### src/rtl/afe_spi_frame_receiver_if.sv
// AFE SPI lane bus: raw SPI lines and controls toward the receiver, decoded frame
// status back to the consumer.
interface afe_spi_frame_receiver_if #(
  parameter int unsigned WORD_WIDTH = 8
);
  logic                  enable;
  logic                  spiClk;
  logic                  spiSdi;
  logic                  spiLe;
  logic                  errClear;
  logic [WORD_WIDTH-1:0] rxData;
  logic                  rxValid;
  logic [15:0]           frameCount;
  logic [7:0]            bitCount;
  logic                  errLength;
  logic                  errTimeout;

  modport master (
    output enable, spiClk, spiSdi, spiLe, errClear,
    input  rxData, rxValid, frameCount, bitCount, errLength, errTimeout
  );

  modport slave (
    input  enable, spiClk, spiSdi, spiLe, errClear,
    output rxData, rxValid, frameCount, bitCount, errLength, errTimeout
  );
endinterface

### src/rtl/afe_spi_frame_receiver.sv
// Oversampling SPI frame receiver for one AFE attenuator lane: synchronizes the SPI
// lines into sysClk, deserializes MSB-first and validates frame length at LE rise.
module afe_spi_frame_receiver #(
  parameter int unsigned WORD_WIDTH   = 8,
  parameter int unsigned SYNC_STAGES  = 2,
  parameter int unsigned IDLE_TIMEOUT = 1023
) (
  input  logic                     sysClk,
  input  logic                     sysReset,
  afe_spi_frame_receiver_if.slave  bus
);

  localparam int unsigned TMR_W = (IDLE_TIMEOUT < 2) ? 1 : $clog2(IDLE_TIMEOUT + 1);
  localparam int unsigned CNT_W = 8;

  typedef enum logic {IDLE = 1'b0, SHIFT = 1'b1} state_t;

  state_t                 state_q, state_d;
  logic [SYNC_STAGES-1:0] clk_sync, sdi_sync, le_sync;
  logic                   clk_prev, le_prev;
  logic                   clk_rise_c, le_rise_c;
  logic                   clk_evt, sdi_evt, le_evt, le_evt2;
  logic [WORD_WIDTH-1:0]  shift_q, shift_d, rx_data_q, rx_data_d;
  logic [CNT_W-1:0]       bit_cnt_q, bit_cnt_d;
  logic [TMR_W-1:0]       tmr_q, tmr_d;
  logic [15:0]            frame_cnt_q, frame_cnt_d;
  logic                   rx_valid_q, rx_valid_d;
  logic                   err_len_q, err_len_d, err_to_q, err_to_d;

  assign clk_rise_c = clk_sync[SYNC_STAGES-1] & ~clk_prev;
  assign le_rise_c  = le_sync[SYNC_STAGES-1] & ~le_prev;

  // Synchronizers and edge events; LE gets one extra stage so a bit arriving in the
  // same cycle is already shifted in when the length is checked.
  always_ff @(posedge sysClk) begin
    if (sysReset) begin
      clk_sync <= '0;
      sdi_sync <= '0;
      le_sync  <= '0;
      clk_prev <= 1'b0;
      le_prev  <= 1'b0;
      clk_evt  <= 1'b0;
      sdi_evt  <= 1'b0;
      le_evt   <= 1'b0;
      le_evt2  <= 1'b0;
    end else begin
      clk_sync <= {clk_sync[SYNC_STAGES-2:0], bus.spiClk};
      sdi_sync <= {sdi_sync[SYNC_STAGES-2:0], bus.spiSdi};
      le_sync  <= {le_sync[SYNC_STAGES-2:0], bus.spiLe};
      clk_prev <= clk_sync[SYNC_STAGES-1];
      le_prev  <= le_sync[SYNC_STAGES-1];
      clk_evt  <= bus.enable & clk_rise_c;
      sdi_evt  <= sdi_sync[SYNC_STAGES-1];
      le_evt   <= bus.enable & le_rise_c;
      le_evt2  <= bus.enable & le_evt;
    end
  end

  // State and datapath registers
  always_ff @(posedge sysClk) begin
    if (sysReset) begin
      state_q     <= IDLE;
      shift_q     <= '0;
      bit_cnt_q   <= '0;
      tmr_q       <= '0;
      rx_data_q   <= '0;
      rx_valid_q  <= 1'b0;
      frame_cnt_q <= '0;
      err_len_q   <= 1'b0;
      err_to_q    <= 1'b0;
    end else begin
      state_q     <= state_d;
      shift_q     <= shift_d;
      bit_cnt_q   <= bit_cnt_d;
      tmr_q       <= tmr_d;
      rx_data_q   <= rx_data_d;
      rx_valid_q  <= rx_valid_d;
      frame_cnt_q <= frame_cnt_d;
      err_len_q   <= err_len_d;
      err_to_q    <= err_to_d;
    end
  end

  // Next-state logic; a new error in the same cycle as errClear keeps the flag set
  always_comb begin
    state_d     = state_q;
    shift_d     = shift_q;
    bit_cnt_d   = bit_cnt_q;
    tmr_d       = tmr_q;
    rx_data_d   = rx_data_q;
    rx_valid_d  = 1'b0;
    frame_cnt_d = frame_cnt_q;
    err_len_d   = err_len_q & ~bus.errClear;
    err_to_d    = err_to_q & ~bus.errClear;

    if (!bus.enable) begin
      state_d   = IDLE;
      bit_cnt_d = '0;
      tmr_d     = '0;
    end else begin
      case (state_q)
        IDLE: begin
          bit_cnt_d = '0;
          tmr_d     = '0;
          if (le_evt2) err_len_d = 1'b1;
          if (clk_evt) begin
            shift_d   = {shift_q[WORD_WIDTH-2:0], sdi_evt};
            bit_cnt_d = CNT_W'(1);
            state_d   = SHIFT;
          end
        end
        SHIFT: begin
          tmr_d = tmr_q + TMR_W'(1);
          if (le_evt2) begin
            if (bit_cnt_q == CNT_W'(WORD_WIDTH)) begin
              rx_data_d   = shift_q;
              rx_valid_d  = 1'b1;
              frame_cnt_d = frame_cnt_q + 16'd1;
            end else begin
              err_len_d = 1'b1;
            end
            bit_cnt_d = '0;
            tmr_d     = '0;
            state_d   = IDLE;
            // A clock edge that lands after LE opens the next frame
            if (clk_evt) begin
              shift_d   = {shift_q[WORD_WIDTH-2:0], sdi_evt};
              bit_cnt_d = CNT_W'(1);
              state_d   = SHIFT;
            end
          end else if (clk_evt) begin
            shift_d   = {shift_q[WORD_WIDTH-2:0], sdi_evt};
            bit_cnt_d = (bit_cnt_q == '1) ? bit_cnt_q : bit_cnt_q + CNT_W'(1);
            tmr_d     = '0;
          end else if (tmr_q == TMR_W'(IDLE_TIMEOUT)) begin
            err_to_d  = 1'b1;
            bit_cnt_d = '0;
            tmr_d     = '0;
            state_d   = IDLE;
          end
        end
        default: state_d = IDLE;
      endcase
    end
  end

  assign bus.rxData     = rx_data_q;
  assign bus.rxValid    = rx_valid_q;
  assign bus.frameCount = frame_cnt_q;
  assign bus.bitCount   = bit_cnt_q;
  assign bus.errLength  = err_len_q;
  assign bus.errTimeout = err_to_q;

endmodule

### src/flat_wrapper.sv
// flat-port wrapper written by rule: the top's interface ports become plain ports
module afe_spi_frame_receiver_flat 
#(
  parameter int unsigned WORD_WIDTH   = 8,
  parameter int unsigned SYNC_STAGES  = 2,
  parameter int unsigned IDLE_TIMEOUT = 1023
)
  (sysClk, sysReset, bus_enable, bus_spiClk, bus_spiSdi, bus_spiLe, bus_errClear, bus_rxData, bus_rxValid, bus_frameCount, bus_bitCount, bus_errLength, bus_errTimeout);
  afe_spi_frame_receiver_if #(.WORD_WIDTH(WORD_WIDTH)) bus_i ();
  input  logic sysClk;
  input  logic sysReset;
  input wire logic [$bits(bus_i.enable)-1:0] bus_enable;
  input wire logic [$bits(bus_i.spiClk)-1:0] bus_spiClk;
  input wire logic [$bits(bus_i.spiSdi)-1:0] bus_spiSdi;
  input wire logic [$bits(bus_i.spiLe)-1:0] bus_spiLe;
  input wire logic [$bits(bus_i.errClear)-1:0] bus_errClear;
  output wire logic [$bits(bus_i.rxData)-1:0] bus_rxData;
  output wire logic [$bits(bus_i.rxValid)-1:0] bus_rxValid;
  output wire logic [$bits(bus_i.frameCount)-1:0] bus_frameCount;
  output wire logic [$bits(bus_i.bitCount)-1:0] bus_bitCount;
  output wire logic [$bits(bus_i.errLength)-1:0] bus_errLength;
  output wire logic [$bits(bus_i.errTimeout)-1:0] bus_errTimeout;
  assign bus_i.enable = bus_enable;
  assign bus_i.spiClk = bus_spiClk;
  assign bus_i.spiSdi = bus_spiSdi;
  assign bus_i.spiLe = bus_spiLe;
  assign bus_i.errClear = bus_errClear;
  assign bus_rxData = bus_i.rxData;
  assign bus_rxValid = bus_i.rxValid;
  assign bus_frameCount = bus_i.frameCount;
  assign bus_bitCount = bus_i.bitCount;
  assign bus_errLength = bus_i.errLength;
  assign bus_errTimeout = bus_i.errTimeout;
  afe_spi_frame_receiver #(.WORD_WIDTH(WORD_WIDTH), .SYNC_STAGES(SYNC_STAGES), .IDLE_TIMEOUT(IDLE_TIMEOUT)) u_core (.sysClk(sysClk), .sysReset(sysReset), .bus(bus_i));
endmodule
### config.mk
export PLATFORM = sky130hd
export DESIGN_NAME = afe_spi_frame_receiver_flat
export DESIGN_NICKNAME = d
export VERILOG_FILES = /design/src/rtl/afe_spi_frame_receiver_if.sv /design/src/rtl/afe_spi_frame_receiver.sv /design/src/flat_wrapper.sv
export SDC_FILE = /design/constraint.sdc
export NUM_CORES = 1
export LEC_CHECK = 0
export BUFFER_PORTS_ARGS = -buffer_cell sky130_fd_sc_hd__buf_2
export CAP_MARGIN = 5
export CORE_ASPECT_RATIO = 1.75
export CORE_MARGIN = 1
export CORE_UTILIZATION = 50
export DETAILED_ROUTE_END_ITERATION = 12
export HOLD_SLACK_MARGIN = 0.06
export PLACE_DENSITY = 0.8
export SLEW_MARGIN = 20
export SYNTH_ARGS = -nofsm -noshare
export SYNTH_HDL_FRONTEND = slang
export SYNTH_SLANG_ARGS = --single-unit
### constraint.sdc
create_clock -name sysClk -period 2.1 [get_ports sysClk]
set_input_delay 0.42 -clock sysClk [delete_from_list [all_inputs] [get_ports sysClk]]
set_output_delay 0.42 -clock sysClk [all_outputs]
set_load 0.05 [all_outputs]
==> metrics.md, run 1 <==
| Metric | Value |
|---|---|
| FF+latch count, synth | 66 |
| Via density | 5.74 |
| Crit path arrival time | 2.19 ns |
| # rows | 35 |
| Worst setup EP type | flop |
| Peak supply drop | 0.536 mV |
| I/O pins | between 40 and 50 |
| Sw frac | 0.201 |
| Power Density | roughly 720 mW/mm^2 |
| Period minus WS final | 1.93 ns |
| CP required | 2.36 ns |
| Worst setup path class | flop to flop |
| Synth Area in Simple Gates | 0.270 |
| Synth Area in XOR/XNOR | 0.0325 |
| Slowest cell on crit path | or4_1 |
| Initial DRC Count | 148 |
| CP max stage delay | 0.57 ns |
| Comb power frac | 0.016 |
| Post-Synth Adder-Cell Area | 0.0186 |
| Pre-CTS setup slack | 0.129 ns |
| M3 GR Usage | 0.0702 |
| CTS tree | done |
| Worst Tran Pin Value | 0.490 ns |
| CP Buf/Inv Count | 1 |
| FMAX | roughly 0.52 GHz |
| Slew margin rel. | 0.673 |
| Tot Pwr | 2.31 mW |
| DRC violations left | 2 |
| Tcrit/Tclk final | 0.917 |
| Post-Layout Cell Count | between 400 and 500 |
| First-pass GRT wire length | 9560 um |
| Setup Skew | 0.00579 ns |
| DR WL/cell | 13.4 um |
| GP Congestion | 0.898 |
| Cts bufs inserted | 9 |
| M2 GR Usage | 0.375 |
| Largest net degree at the start of global routing | 45 |
| Worst min-delay path category | primary input to flop |
| Synth Area in Compound Gates | 0.113 |
| Vias in the first global route | 2,200 |
| Die span in x | 57.5 um |
| Syn Area/Cell | 8.98 um^2 |
| Worst-Skew Late Latency | about 0.34 ns |
| Antenna Violating Nets Remaining | 0 |
| Core area | 0.00521 mm^2 |
| Die area | 0.00570 mm^2 |
| Post-Place Cells | 391 |
| Status | finished, violations left |
| Seq pwr share | 0.547 |
| CP cell instances | inv_1 -> ha_1 -> and4bb_1 -> nand4_1 -> or4_1 -> a21oi_1 |
| Max Cap Viol | 0 |
| Mapped cell area | 0.00270 mm^2 |
| R2r setup slk | 0.17 ns |
| Switch Pwr | 0.464 mW |
| Layout cells sized above 1 | 0.187 |
| CP top delay family | simple AND/OR/NAND/NOR gates |
| CTS clk-pin slew, worst paths | around 0.060 ns |
| Synth cell types | 34 |
| Fin. max-slew vios | 0 |
| Global Route met1 Usage | 0.237 |
| Remaining global-route overflow | 0 |
| RSZ-0062 raised after global routing | no |
| Via count | 2,343 |
| Mapped Nets | 311 |
| Setup ws final | 0.173 ns |
| Largest family of logic cells by synthesized area | simple AND/OR/NAND/NOR gates |
| Seq/Total Area, Yosys | 0.490 |
| Clock Power Share | 0.437 |
| Port bufs | 41 |
| Dpl hpwl | approximately 3800 um |
| Clock tree buffer depth | 2 |
| WHS | 0.291 ns |
| Gr usage total | 0.216 |
| Synth Warn # | 0 |
| CTS HTree Levels | 3 |
| Fin. Hold Viols | 0 |
| Failing checks | design-rule violations |
| Post-route setup TNS | 0 ns |
| First-pass DRT Iterations | 9 |
| Post-route cell area | 0.00318 mm^2 |
| Final nets | 360 |
| Die H | 99.1 um |
| Multiplexer share of the synthesized area | 0.0371 |
| Endpoints failing setup | 0 |
| Synth Instances | 300 |
| Worst setup SP type | flop |
| Clk sink count | 66 |
| CTS root buffer | clkbuf_8 |
| Static Leakage | 1.26 nW |
| Area Growth Syn to Fin | 18.1% |
| Initial Utilization | 0.517 |
| Antenna diodes | 0 |
| CP Max Fanout | 7 |
| Initial antenna violation count | 0 |
| Gr busiest metal | met2 |
| Post-DP Area | 0.00297 mm^2 |
| Final core utilization | 0.611 |
| Routed WL | 5480 um |
| Internal | 1.84 mW |
## Yosys cell counts, drive strengths merged
master	count	area share
a31oi	1	0.0023
or3	9	0.021
nand3	19	0.035
and2	5	0.012
buf	6	0.012
nor2b	10	0.023
nor4	2	0.0046
nand3b	1	0.0028
o31ai	11	0.031
nor3b	3	0.0084
and4	4	0.013
xnor2	2	0.0065
or4	10	0.028
nand4b	2	0.0065
and3	4	0.0093
a21oi	28	0.052
clkbuf	8	0.011
nor2	27	0.038
nor4b	1	0.0056
mux2i	10	0.037
nand2	21	0.029
nand4	8	0.019
xor2	8	0.026
dfxtp	66	0.49
nor3	2	0.0037
a311oi	1	0.0033
o2111ai	1	0.0033
and4bb	1	0.0046
o21ai	10	0.019
ha	4	0.019
nand2b	3	0.0070
o32ai	1	0.0033
inv	11	0.015
## power by group through the flow
stage / Clock, mW / Sequential (mW) / Combinational, mW
floorplan: 0 / 1.29 / 0.0247
global placement: 0 / 1.29 / 0.0369
detailed placement: 0 / 1.29 / 0.0366
CTS: 1.03 / 1.26 / 0.0365
global route: 1.10 / 1.26 / 0.0409
finish: 1.01 / 1.26 / 0.0361
## state kept, by name, indices dropped and copies added (netlist names)
name / count
u_core.sdi_evt: 1
u_core.le_prev: 1
u_core.le_evt: 1
u_core.bus.errTimeout: 1
u_core.bus.rxValid: 1
u_core.bus.errLength: 1
u_core.shift_q: 8
u_core.le_evt2: 1
u_core.le_sync: 2
u_core.bus.bitCount: 8
u_core.clk_sync: 2
u_core.state_q: 1
u_core.sdi_sync: 2
u_core.tmr_q: 10
u_core.bus.rxData: 8
u_core.clk_prev: 1
u_core.bus.frameCount: 16
u_core.clk_evt: 1
## worst register-to-register path: stages, from the launching register on
cell	delay (ns)
dfxtp_1	0.37
inv_1	0.08
ha_1	0.14
and4bb_1	0.28
nand4_1	0.27
or4_1	0.57
a21oi_1	0.16
## final cells by class
cell class / instances / area (um^2)
clock buffers: 12 / 145
inverters: 11 / 41.3
flip-flops and latches: 66 / 1320
well taps: 55 / 68.8
fillers: 454 / 2030
clock inverters: 3 / 40.0
repair buffers: 52 / 288
multi-input cells: 209 / 1280
## cell families (layout without fill, tap and decap cells)
logic type,count (synthesis),after routing
adders and majority gates,4,4
and+or+nand+nor,132,132
muxes,10,10
DFF,66,66
buffers and inverters,25,78
xor gates and xnor gates,10,10
AOI/OAI and AO/OA,53,53
## per-layer routing
metal / vias up / wire, um
met1: 1103 / 2310
li1: 1167 / -
met3: 9 / 270
met5: - / 0
met2: 64 / 2810
met4: 0 / 95
## cells in the final DEF, fill, tap and decap left out, drive strengths merged, types with 8 or more instances in the layout
| master | instances |
|---|---|
| dfxtp | 66 |
| buf | 52 |
| a21oi | 28 |
| nor2 | 27 |
| nand2 | 21 |
| nand3 | 19 |
| clkbuf | 12 |
| inv | 11 |
| o31ai | 11 |
| or4 | 10 |
| o21ai | 10 |
| nor2b | 10 |
| mux2i | 10 |
| or3 | 9 |
| nand4 | 8 |
| xor2 | 8 |
## path summary, 6_finish.rpt
kind                                             start                   endpoint  depth (start not counted)
worst max-delay path            u_core.bus.bitCount[0]  u_core.bus.frameCount[15]                          6
worst max register to register  u_core.bus.bitCount[0]  u_core.bus.frameCount[15]                          6
worst min register to register           u_core.le_evt             u_core.le_evt2                          2
worst min-delay path                         bus_spiLe          u_core.le_sync[0]                          2
## what timing repair did
action                                  4_1_cts  5_1_grt
buffers inserted                              0        2
hold endpoints to repair                      0        0
hold buffers                                  0        0
resized for setup                             0        1
endpoints found under the setup margin        0       12
No activity file was read; power rests on OpenSTA's default activity.
==> inputs of run 2 (changes only) <==
CORE_ASPECT_RATIO = unset   (was 1.75)
CORE_UTILIZATION = 44   (was 50)
PLACE_DENSITY = 0.72   (was 0.8)
==> run 2 against run 1 <==
Against the previous run:
- the flow now finishes without violations
- cell area rose by 2.8%
- critical path depth fell by 1
- non-clock buffer count rose by 1
- largest cell class unchanged
==> metrics.md, run 2 (synthesis results as in run 1) <==
| Metric | Value |
|---|---|
| Tcrit/Tclk final | 0.909 |
| CP max stage delay | 0.50 ns |
| Post-CTS sizing | 0 |
| Die span in x | roughly 80 um |
| Most frequent cells in the layout | dfxtp_1 (66), buf_2 (41), a21oi_1 (28), nor2_1 (27), nand2_1 (21) |
| CTS HTree Levels | 3 |
| Status | finished clean |
| Final nets | 361 |
| Vias in the first global route | 2,054 |
| CTS root buffer | clkbuf_8 |
| Area Growth Syn to Fin | 21.4% |
| I/O pins | between 40 and 50 |
| First-pass GRT wire length | 9000 um |
| Switch Pwr | 0.517 mW |
| # hold bufs at CTS | 0 |
| Remaining global-route overflow | 0 |
| FF-to-FF path depth | 5 |
| Fin. Hold Viols | 0 |
| Initial Utilization | 0.455 |
| FMAX | 0.524 GHz |
| DR WL/cell | roughly 12 um |
| DRC violations left | 0 |
| CP top delay family | simple AND/OR/NAND/NOR gates |
| Max reg flops | 16 |
| Routed WL | 5330 um |
| CP Max Fanout | 14 |
| Setup ws final | 0.192 ns |
| Most common cell after layout, fill and taps aside | dfxtp_1 |
| Initial antenna violation count | 0 |
| Layout cells sized above 1 | 0.197 |
| Postcts setup bufs | 0 |
| Gr usage total | 0.182 |
| Setup Skew | about 0.0090 ns |
| Via density | 5.39 |
| GP Congestion | ~0.77 |
| Via count | 2,319 |
| Worst-Skew Late Latency | 0.33 ns |
| Clock tree buffer depth | 2 |
| R2r setup slk | roughly 0.19 ns |
| CTS tree | done |
| CP Buf/Inv Count | 1 |
| Cts bufs inserted | 9 |
| Dpl hpwl | 3630 um |
| Critical path origin | u_core.bus.bitCount[4] |
| Worst setup path class | flop to flop |
| Endpoints failing setup | 0 |
| Tot Pwr | 2.61 mW |
| Clock Power Share | 0.503 |
| RSZ-0062 raised after global routing | no |
| CP required | 2.37 ns |
| Port bufs | a little over 40 |
| Antenna Violating Nets Remaining | 0 |
| Static Leakage | 1.29 nW |
| Pre-CTS setup slack | 0.195 ns |
| First-pass DRT Iterations | 4 |
| Power Density | 798 mW/mm^2 |
| Hold Path Origin | bus_spiClk |
| Final core utilization | 0.553 |
| FF-to-FF End | u_core.bus.frameCount[15] |
| Antenna diodes | 0 |
| Clk sink count | 66 |
| Peak supply drop | 0.458 mV |
| RR Startpoint | u_core.bus.bitCount[4] |
| Internal | 2.09 mW |
| Worst setup EP type | flop |
| Fin. max-slew vios | 0 |
| Hold Crit Endpoint | u_core.clk_sync[0] |
| Period minus WS final | between 1.5 and 2 ns |
| # rows | 28 |
| Worst setup SP type | flop |
| Seq pwr share | 0.483 |
| Die area | 0.00644 mm^2 |
| Slew margin rel. | 0.681 |
| Largest net degree at the start of global routing | 45 |
| Core area | 0.00592 mm^2 |
| Initial DRC Count | 144 |
| Sw frac | 0.198 |
| CTS clk-pin slew, worst paths | 0.08 ns |
| Comb power frac | 0.014 |
| Max Cap Viol | 0 |
| CP cell instances | nor4b_2 -> nand4_1 -> buf_4 -> or4_1 -> a21oi_1 |
| WHS Path Cells | 2 |
| Post-route setup TNS | 0 ns |
| Worst Tran Pin Value | between 0.4 and 0.5 ns |
| Slowest cell on crit path | or4_1 |
| Die H | roughly 80 um |
| Crit path arrival time | 2.17 ns |
| Worst min-delay path category | primary input to flop |
## run 2: power by group through the flow
stage | registers (mW) | logic (mW) | clock network, mW
6_report | 1.26 | 0.0375 | 1.31
5_1_grt | 1.26 | 0.0419 | 1.41
4_1_cts | 1.26 | 0.0383 | 1.34
3_3_place_gp | 1.29 | 0.0377 | 0
2_1_floorplan | 1.29 | 0.0247 | 0
3_5_place_dp | 1.29 | 0.0381 | 0
## run 2: final cells by class
class                   count  area [um^2]
clock buffers              10          138
well taps                  75         93.8
inverters                  11         41.3
flip-flops and latches     66         1320
clock inverters             6          114
multi-input cells         209         1270
fillers                   538         2650
repair buffers             53          295
## run 2: how the worst max path moves through the flow
| stage | depth (start not counted) | slack, ns | end |
|---|---|---|---|
| 2_1_floorplan | 5 | 0.06 | u_core.bus.bitCount[5] |
| 3_3_place_gp | 5 | 0.26 | u_core.bus.frameCount[15] |
| 3_5_place_dp | 5 | 0.20 | u_core.bus.frameCount[15] |
| 4_1_cts | 5 | 0.17 | u_core.bus.frameCount[14] |
| 5_1_grt | 5 | 0.05 | u_core.bus.frameCount[10] |
| 6_report | 5 | 0.19 | u_core.bus.frameCount[15] |
## run 2: per-stage QoR
step,std cells,hold WS [ns],area [um^2]
final,430,0.295,3270
after floorplan,300,0.372,2700
after global routing,430,0.281,3270
after global placement,414,0.376,3020
after CTS,430,0.279,3270
after detailed placement,414,0.381,3020
## run 2: routing by layer
| layer | track usage | wire length (um) |
|---|---|---|
| met5 | 0 | 0 |
| met4 | 0.0804 | 70 |
| met2 | 0.288 | 2500 |
| met1 | 0.228 | 2560 |
| met3 | 0.0534 | 201 |
==> inputs of run 3 (changes only) <==
ABC_AREA = 1   (was unset)
==> run 3 against run 2 <==
Against the previous run:
- first-iteration DRC count down 4.2%
- the run now ends with design-rule violations left
- hold slack worse by 0.0086 ns
- non-clock buffer count down 11
- fmax up 15%
- clock power down 20%
- sequential share of layout area down 1.8 points
- largest power group is now sequential cells
- cell area up 4.7%
- worst setup slack better by 0.25 ns
- sequential cell count unchanged
- critical endpoint is now u_core.bus.frameCount[5]
- routed wire length up 12%
- via count up 13%
- die area up 9.3%
==> metrics.md, run 3 <==
| Metric | Value |
|---|---|
| CTS tree | done |
| Post-synth top area cell | dfxtp_1 |
| EDFF count, synth | 0 |
| Primary FF master, synth | dfxtp_1 |
| Post-CTS sizing | 0 |
| GP Congestion | 0.827 |
| Setup ws final | 0.443 ns |
| Core area | approximately 0.0064 mm^2 |
| Initial Utilization | 0.460 |
| # rows | 29 |
| Synth cell types | 29 |
| Worst setup EP type | flop |
| WHS | 0.287 ns |
| Layout cells sized above 1 | 0.181 |
| Failing checks | design-rule violations |
| Syn Area/Cell | 7.17 um^2 |
| Area Growth Syn to Fin | 16.1% |
| I/O pins | 42 |
| FF+latch count, synth | 66 |
| Vias in the first global route | 2,437 |
| # hold bufs at CTS | 0 |
| Via count | between 2,000 and 3,000 |
| Period minus WS final | 1.66 ns |
| CP Max Fanout | 16 |
| Worst-Skew Late Latency | roughly 0.33 ns |
| Antenna diodes | 0 |
| Peak supply drop | between 0.6 and 0.7 mV |
| Die span in x | 83.9 um |
| Async SR Flop Fraction | 0 |
| DR WL/cell | 11.0 um |
| Status | finished, violations left |
| WHS Path Cells | 3 |
| Worst Tran Pin Value | slightly below 0.6 ns |
| Worst min-delay path category | primary input to flop |
| Post-DP Area | 0.00323 mm^2 |
| Initial antenna violation count | 0 |
| Top-count cell post-synth | nor2_1 |
| Die area | slightly above 0.007 mm^2 |
| Max Cap Viol | 0 |
| FF-to-FF path depth | 9 |
| Tcrit/Tclk final | 0.789 |
| First-pass DRT Iterations | 10 |
| Post-route cell area | between 0.003 and 0.004 mm^2 |
| Dpl hpwl | between 4000 and 5000 um |
| Setup Skew | 0.00495 ns |
| Clk sink count | 66 |
| Synth top area share | 0.447 |
| Final core utilization | 0.534 |
| Mapped Nets | 423 |
| Power Density | 691 mW/mm^2 |
| Most common cell after layout, fill and taps aside | nor2_1 |
| CTS HTree Levels | 3 |
| Via density | 4.86 |
| Seq/Total Area, Yosys | 0.447 |
| Crit path arrival time | roughly 1.9 ns |
| Most frequent cells in the layout | nor2_1 (92), nand2_1 (86), dfxtp_1 (66), inv_1 (41), buf_2 (41) |
| Synth area leaders | dfxtp_1 (45%), nor2_1 (12%), nand2_1 (11%) |
| First-pass GRT wire length | 10,500 um |
| Postcts setup bufs | 0 |
| DRC violations left | 6 |
| Post-Place Cells | 525 |
| CTS clk-pin slew, worst paths | approximately 0.070 ns |
| Post-route setup TNS | 0 ns |
| Antenna Violating Nets Remaining | 0 |
| Static Leakage | 1.42 nW |
| Synth Instances | 412 |
| Cts bufs inserted | 9 |
| RSZ-0062 raised after global routing | no |
| Initial DRC Count | 138 |
| FMAX | 0.604 GHz |
| Worst setup SP type | flop |
| Routed WL | 5940 um |
| M3 GR Usage | 0.0603 |
| Post-Layout Cell Count | 541 |
| Worst setup path class | flop to flop |
| Synth Warn # | 0 |
| Port bufs | 41 |
| Mapped cell area | approximately 0.0030 mm^2 |
| Fin. max-slew vios | 0 |
| Tot Pwr | around 2.4 mW |
| Clock tree buffer depth | 2 |
| Largest net degree at the start of global routing | 26 |
| Global Route met1 Usage | 0.222 |
| Die H | approximately 84 um |
| Pre-CTS setup slack | 0.436 ns |
| Remaining global-route overflow | 0 |
| Final nets | 470 |
| Fin. Hold Viols | 0 |
| CTS root buffer | clkbuf_8 |
| Gr busiest metal | met2 |
| Endpoints failing setup | 0 |
| Max reg flops | 16 |
| M2 GR Usage | 0.309 |
| CP required | 2.33 ns |
| Gr usage total | 0.184 |
| Post-synth top cells | nor2_1 (92), nand2_1 (86), dfxtp_1 (66) |
| Slew margin rel. | 0.604 |
[run 3: cell types whose count changed after synthesis, moves of 6 or more]
cell and change:
or4_1 -10, nor2_2 +6, o31ai_1 -11, o21ai_0 +14
or3_1 -9, a21oi_1 -7, nor2b_1 -10, nand2_1 +65
inv_1 +30, mux2i_1 -10, nor2_1 +65
[run 3: worst paths after layout]
check	from	to	slack [ns]
max reg2reg	u_core.bus.bitCount[0]	u_core.bus.frameCount[5]	0.44
min	bus_spiLe	u_core.le_sync[0]	0.29
min reg2reg	u_core.clk_prev	u_core.clk_evt	0.40
max	u_core.bus.bitCount[0]	u_core.bus.frameCount[5]	0.44
[run 3: area by class of cell]
type,count,area (um^2)
clock inverters,4,51.3
flip-flops and latches,66,1320
well taps,77,96.3
multi-input cells,293,1420
clock buffers,12,145
fillers,617,3000
repair buffers,42,213
inverters,47,178
[run 3: layer usage]
metal / vias to the layer above / share of wire
li1: 1403 / -
met1: 1172 / 0.49
met2: 46 / 0.45
met3: 6 / 0.047
met4: 0 / 0.010
met5: - / 0
[run 3: power breakdown]
group / internal (mW) / total, mW / leakage, nW / switching [mW]
sequential: 1.26 / 1.27 / 0.533 / 0.00461
clock: 0.582 / 1.05 / 0.0966 / 0.470
combinational: 0.0157 / 0.0506 / 0.786 / 0.0348
total: 1.86 / 2.37 / 1.42 / 0.509
[run 3: logic make-up (layout without fill, tap and decap cells)]
kind of cell	after synthesis	in the layout	share of synthesized area
compound gates	48	48	0.0852
fa+ha+maj	4	4	0.0169
flops	66	66	0.447
simple gates	234	234	0.359
xor+xnor	7	7	0.0208
buf+inv	53	105	0.0708
[run 3: worst max-delay path, cell delays in order (launching register included)]
cell and delay (ns):
dfxtp_1 0.36, inv_1 0.08, ha_1 0.20, nand2_1 0.07
nor2_1 0.18, nand4_4 0.22, clkinv_2 0.23, nand3_1 0.10
nand2_1 0.07, nor2_1 0.05
